$ cat src/rtl/data_mem_pkg.sv
// Shared types and defaults for the pipelined data memory.
package data_mem_pkg;

    localparam int unsigned DEF_DATA_W = 32'd8;
    localparam int unsigned DEF_ADDR_W = 32'd8;

    // Controller state: clearing the array after reset, or serving requests.
    typedef enum logic {
        INIT  = 1'b0,
        READY = 1'b1
    } state_e;

    // Number of byte lanes in a data word.
    function automatic int unsigned be_width(input int unsigned data_w);
        return data_w / 32'd8;
    endfunction

endpackage

$ cat src/rtl/data_mem_array.sv
// Single-port synchronous RAM with per-byte write enables and a registered
// read port. Storage has no reset; only the read register is reset.
module data_mem_array #(
    parameter int unsigned DATA_W = 32'd8,
    parameter int unsigned ADDR_W = 32'd8,
    parameter int unsigned BE_W   = DATA_W / 32'd8
) (
    input  logic              clk,
    input  logic              rst_n,
    input  logic              en,
    input  logic              we,
    input  logic [ADDR_W-1:0] addr,
    input  logic [DATA_W-1:0] wdata,
    input  logic [BE_W-1:0]   be,
    output logic [DATA_W-1:0] rdata
);

    localparam int unsigned DEPTH = 32'd1 << ADDR_W;

    logic [DATA_W-1:0] mem_q [DEPTH];
    logic [DATA_W-1:0] rdata_d;
    logic [DATA_W-1:0] rdata_q;

    // Byte-lane writes into storage; contents survive rst_n by design.
    always_ff @(posedge clk) begin
        if (en && we) begin
            for (int i = 0; i < int'(BE_W); i++) begin
                if (be[i]) begin
                    mem_q[addr][8*i +: 8] <= wdata[8*i +: 8];
                end
            end
        end
    end

    // Next read-register value: load on a read, otherwise hold.
    always_comb begin
        rdata_d = rdata_q;
        if (en && !we) begin
            rdata_d = mem_q[addr];
        end else begin
            rdata_d = rdata_q;
        end
    end

    // Read register with asynchronous clear.
    always_ff @(posedge clk or negedge rst_n) begin
        if (!rst_n) begin
            rdata_q <= {DATA_W{1'b0}};
        end else begin
            rdata_q <= rdata_d;
        end
    end

    assign rdata = rdata_q;

endmodule

$ cat src/rtl/data_memory_pl.sv
// Data memory with valid/ready request port, byte-enable writes and a
// one-cycle read response. After reset the array is optionally zeroed,
// one word per cycle, before requests are accepted.
module data_memory_pl
    import data_mem_pkg::*;
#(
    parameter int unsigned DATA_W         = DEF_DATA_W,
    parameter int unsigned ADDR_W         = DEF_ADDR_W,
    parameter int unsigned CLEAR_ON_RESET = 32'd1
) (
    input  logic                  clk,
    input  logic                  rst_n,
    input  logic                  req_valid,
    output logic                  req_ready,
    input  logic                  req_we,
    input  logic [ADDR_W-1:0]     req_addr,
    input  logic [DATA_W-1:0]     req_wdata,
    input  logic [DATA_W/8-1:0]   req_be,
    output logic                  rsp_valid,
    output logic [DATA_W-1:0]     rsp_rdata,
    output logic                  init_done
);

    localparam int unsigned       BE_W     = be_width(DATA_W);
    localparam logic [ADDR_W-1:0] CLR_LAST = {ADDR_W{1'b1}};
    localparam bit                DO_CLEAR = (CLEAR_ON_RESET != 32'd0);

    state_e            state_d,     state_q;
    logic [ADDR_W-1:0] clr_cnt_d,   clr_cnt_q;
    logic              rsp_valid_d, rsp_valid_q;
    logic              req_ready_d, req_ready_q;
    logic              init_done_d, init_done_q;

    logic              accept_s;
    logic              mem_en_s;
    logic              mem_we_s;
    logic [ADDR_W-1:0] mem_addr_s;
    logic [DATA_W-1:0] mem_wdata_s;
    logic [BE_W-1:0]   mem_be_s;
    logic [DATA_W-1:0] mem_rdata_s;

    assign accept_s = req_valid && req_ready_q;

    // Next-state logic: clear sweep in INIT, read-response tracking in READY.
    always_comb begin
        state_d     = state_q;
        clr_cnt_d   = clr_cnt_q;
        rsp_valid_d = 1'b0;
        case (state_q)
            INIT: begin
                if (DO_CLEAR) begin
                    if (clr_cnt_q == CLR_LAST) begin
                        state_d   = READY;
                        clr_cnt_d = {ADDR_W{1'b0}};
                    end else begin
                        clr_cnt_d = clr_cnt_q + {{(ADDR_W-1){1'b0}}, 1'b1};
                    end
                end else begin
                    state_d = READY;
                end
            end
            READY: begin
                if (accept_s && !req_we) begin
                    rsp_valid_d = 1'b1;
                end else begin
                    rsp_valid_d = 1'b0;
                end
            end
            default: begin
                state_d   = INIT;
                clr_cnt_d = {ADDR_W{1'b0}};
            end
        endcase
        // Handshake outputs are registered copies of the next state.
        req_ready_d = (state_d == READY);
        init_done_d = (state_d == READY);
    end

    // Controller registers; reset restarts the clear sweep from address 0.
    always_ff @(posedge clk or negedge rst_n) begin
        if (!rst_n) begin
            state_q     <= INIT;
            clr_cnt_q   <= {ADDR_W{1'b0}};
            rsp_valid_q <= 1'b0;
            req_ready_q <= 1'b0;
            init_done_q <= 1'b0;
        end else begin
            state_q     <= state_d;
            clr_cnt_q   <= clr_cnt_d;
            rsp_valid_q <= rsp_valid_d;
            req_ready_q <= req_ready_d;
            init_done_q <= init_done_d;
        end
    end

    // Array port mux: the clear sweep owns the port in INIT, requests in READY.
    always_comb begin
        mem_en_s    = 1'b0;
        mem_we_s    = 1'b0;
        mem_addr_s  = req_addr;
        mem_wdata_s = req_wdata;
        mem_be_s    = req_be;
        if (state_q == INIT) begin
            mem_en_s    = DO_CLEAR;
            mem_we_s    = 1'b1;
            mem_addr_s  = clr_cnt_q;
            mem_wdata_s = {DATA_W{1'b0}};
            mem_be_s    = {BE_W{1'b1}};
        end else begin
            mem_en_s    = accept_s;
            mem_we_s    = req_we;
            mem_addr_s  = req_addr;
            mem_wdata_s = req_wdata;
            mem_be_s    = req_be;
        end
    end

    data_mem_array #(
        .DATA_W (DATA_W),
        .ADDR_W (ADDR_W),
        .BE_W   (BE_W)
    ) u_array (
        .clk   (clk),
        .rst_n (rst_n),
        .en    (mem_en_s),
        .we    (mem_we_s),
        .addr  (mem_addr_s),
        .wdata (mem_wdata_s),
        .be    (mem_be_s),
        .rdata (mem_rdata_s)
    );

    assign req_ready = req_ready_q;
    assign rsp_valid = rsp_valid_q;
    assign rsp_rdata = mem_rdata_s;
    assign init_done = init_done_q;

endmodule

$ cat config.mk
export PLATFORM = sky130hd
export DESIGN_NAME = data_memory_pl
export DESIGN_NICKNAME = d
export VERILOG_FILES = /design/src/rtl/data_mem_pkg.sv /design/src/rtl/data_mem_array.sv /design/src/rtl/data_memory_pl.sv
export SDC_FILE = /design/constraint.sdc
export NUM_CORES = 2
export LEC_CHECK = 0
export BUFFER_PORTS_ARGS = -buffer_cell sky130_fd_sc_hd__buf_4
export CELL_PAD_IN_SITES_DETAIL_PLACEMENT = 1
export CELL_PAD_IN_SITES_GLOBAL_PLACEMENT = 1
export CORE_MARGIN = 1
export CORE_UTILIZATION = 50
export DETAILED_ROUTE_END_ITERATION = 7
export PLACE_DENSITY_LB_ADDON = 0.1
export SLEW_MARGIN = 10
export SYNTH_ARGS = -nofsm -noshare
export SYNTH_HDL_FRONTEND = slang
export SYNTH_SLANG_ARGS = --single-unit
$ cat constraint.sdc
create_clock -name clk -period 5.44 [get_ports clk]
set_input_delay 1.088 -clock clk [delete_from_list [all_inputs] [get_ports clk]]
set_output_delay 1.088 -clock clk [all_outputs]
set_load 0.1 [all_outputs]
==> out/qor.yml <==
synthMuxAreaShare_pct: 10.2
p_sw_share_pct: 19.7
cts-htree-levels: 4
ir_drop_mv: 0.338
wl_per_cell_um: 34.2
cap_violations: 0
syn_inst: 4696
synth_edf_count: 2048
die_h_um: 403
slew_violations: 0
multi_input_area_um2: 17400
path_cells: "mux2_8, buf_4, buf_4, mux4_2, nand2_1, nand4_1, a2111oi_2, buf_4, a41oi_1"
p_comb_share_pct: 0.1
cp-start-kind: "flip-flop"
setup_violations: 0
path_depth: 9
ys_ff_latch: 2066
synth_top_cell_by_area: "edfxtp_1"
yosys.area.top_type_share_pct: 76.4
path_delay_family: "multiplexers"
critPathMaxStageDelay_ns: 1.01
power_mw: 31.2
pin_count: 32
grt_pass1_wl_um: 357000
p_seq_share_pct: 55.3
hold_class: "in -> async"
finalNonFillerCells: 7392
outcome: "complete, no violations"
cts_tree: "done"
hold_viol_final: 0
critPathCaptureType: "flip-flop"
placed_area_um2: 85900
dp_cells: 7007
routed_wl_um: 253000
synth_warnings: 0
syn_nets: 4718
synth_compound_area_share_pct: 4.54
postCtsHoldBufs: 0
die_w_um: 403
vias_per_cell: 6.35
power.density_nw_per_um2: 337
worstSetupPathType: "reg -> reg"
routabilityCongestion: 0.901
drc: 0
overflow: 0
worstPathArrival_ns: 5.52
clkSinkCount: 2066
vias: 46965
layout-drive-gt1-share_pct: 19.5
relSlewSlack_pct: 11.0
grt_use_total_pct: 31.2
synth_adder_area_share_pct: 0.0156
coreArea_um2: 159000
avgSynthCellArea_um2: 17.1
fin_nets: 5094
async_reset_ff_share_pct: 0.871
rsz0062_at_grt: "false"
period_share_pct: 89.1
cts.path.max_buffers: 3
synth_top_cells_by_area: "edfxtp_1, mux4_2, mux2i_1, nand2_1, a21oi_1"
crit_required_ns: 6.11
hpwlAfterDp_um: 161000
crit_slowest_cell: "a2111oi_2"
area_growth_pct: 14.9
switching_power_mw: 6.13
cp_common_cell: "buf_4"
ff2ff_path_depth: 9
grt_antenna_before_repair: 14
tightest_slew_ns: 1.33
intPower_mw: 25.0
synth-main-ff-cell: "edfxtp_1"
clock_latency_ns: 0.84
drt_iter0_drc: 6029
synth_top_family_by_area: "multiplexers"
first_pass_iters: 5
fin_util_pct: 58.1
leakagePower_nw: 26.3
grt_pass1_vias: 46987
clkPwrFrac_pct: 44.6
start_util_pct: 50.6
clockRootBuffer: "clkbuf_16"
final-seq-area_um2: 62000
cts_resized: 0
critPathBufInv: 3
syn-cell-area_um2: 80500
die_area_um2: 163000
max_freq_mhz: 206
antenna_left: 0
finalSetupTns_ns: 0
portBuffers: 31
rows: 146
nFillCells: 14106
synth_xor_area_share_pct: 0.0435
crit_path_max_fanout: 71
synth_simple_gate_area_share_pct: 6.54
ys_types: 68
fin_crit_ns: 4.84
ys_seq_area_share_pct: 77.0
post-cts-setup-buffer-count: 0
stdcell_area_um2: 92500
path_clk_slew_ns: 0.06
cts_buffers: 209
grt_max_degree: 164
clock_skew_ns: 0.0338
==> flip-flops by register name, summed over array words and instances, names as in the netlist <==
name / cells
rsp_valid: 1
clr_cnt_q: 8
init_done: 1
u_array.rdata: 8
u_array.mem_q: 2048
==> kinds of logic after synthesis <==
kind of cell / after synthesis
muxes: 520
and+or+nand+nor: 1237
buffers and inverters: 294
DFF: 2066
adders and majority gates: 1
AOI/OAI and AO/OA: 574
xor gates and xnor gates: 4
==> cells in the final DEF, fill, tap and decap left out, types with 28 or more instances in the layout <==
cell	netlist	routed
clkbuf_1	122	54
o22ai_1	125	122
a21oi_1	246	246
buf_4	11	426
clkinv_1	0	61
nand4_1	33	33
nand3_1	186	173
nor3_1	32	32
buf_12	0	32
clkbuf_16	0	210
mux4_2	237	237
mux2i_1	278	274
nand2_1	629	629
a31oi_1	28	28
edfxtp_1	2048	2048
nor2_1	267	261
a22oi_1	48	47
==> synthesized netlist by cell type (23+ instances only) <==
| library cell | instances |
|---|---|
| a21oi_1 | 246 |
| nand2_1 | 629 |
| o22ai_1 | 125 |
| buf_2 | 111 |
| a311oi_1 | 23 |
| mux2i_1 | 278 |
| a22oi_1 | 48 |
| mux4_2 | 237 |
| buf_1 | 38 |
| nand3_1 | 186 |
| clkbuf_1 | 122 |
| nor2_1 | 267 |
| nand4_1 | 33 |
| nor3_1 | 32 |
| edfxtp_1 | 2048 |
| and3_1 | 23 |
| a31oi_1 | 28 |
==> metal layers <==
| metal | GRT usage, % | vias to the layer above | wire length [um] |
|---|---|---|---|
| li1 | - | 19299 | - |
| met1 | 45.0 | 24950 | 105000 |
| met2 | 47.7 | 2271 | 116000 |
| met3 | 6.01 | 437 | 22300 |
| met4 | 11.4 | 8 | 9820 |
| met5 | 0 | - | 58 |
==> power groups by stage <==
stage	Combinational (mW)	Sequential, mW	Clock, mW
detailed placement	0.0257	17.6	0
CTS	0.0260	17.2	14.1
global placement	0.0252	17.6	0
floorplan	0.000862	17.6	0
finish	0.0263	17.2	13.9
global route	0.0268	17.2	14.6
==> per-stage QoR <==
| step | setup WS, ns | hold WS (ns) |
|---|---|---|
| floorplan | 1.02 | 0.522 |
| global placement | 0.417 | 0.609 |
| detailed placement | 0.412 | 0.615 |
| CTS | 0.552 | 0.169 |
| global route | 0.361 | 0.182 |
| finish | 0.595 | 0.209 |
==> layout make-up <==
cell class	instances	share of cell area, %
Tap cell	2146	2.90
Sequential cell	2066	67.0
Clock buffer	266	5.93
Clock inverter	116	1.13
Antenna cell	3	0.00812
Timing Repair Buffer	458	4.15
Inverter	1	0.00406
Multi-Input combinational cell	2336	18.9
==> path summary, 6_finish.rpt <==
kind / start / to / slack [ns]
max reg2reg: init_done / u_array.rdata[1] / 0.60
max: init_done / u_array.rdata[1] / 0.60
min: rst_n / u_array.rdata[6] / 0.21
max in group asynchronous: rst_n / init_done / 4.86
min reg2reg: clr_cnt_q[4] / clr_cnt_q[4] / 0.62
min in group clk: clr_cnt_q[4] / clr_cnt_q[4] / 0.62
==> worst register-to-register path, stage by stage (launching register included) <==
cell and delay [ns]:
dfrtp_2 0.90, mux2_8 0.89, buf_4 0.48, buf_4 0.25, mux4_2 0.32, nand2_1 0.09
nand4_1 0.37, a2111oi_2 1.01, buf_4 0.25, a41oi_1 0.13
No activity file was read; power rests on OpenSTA's default activity.
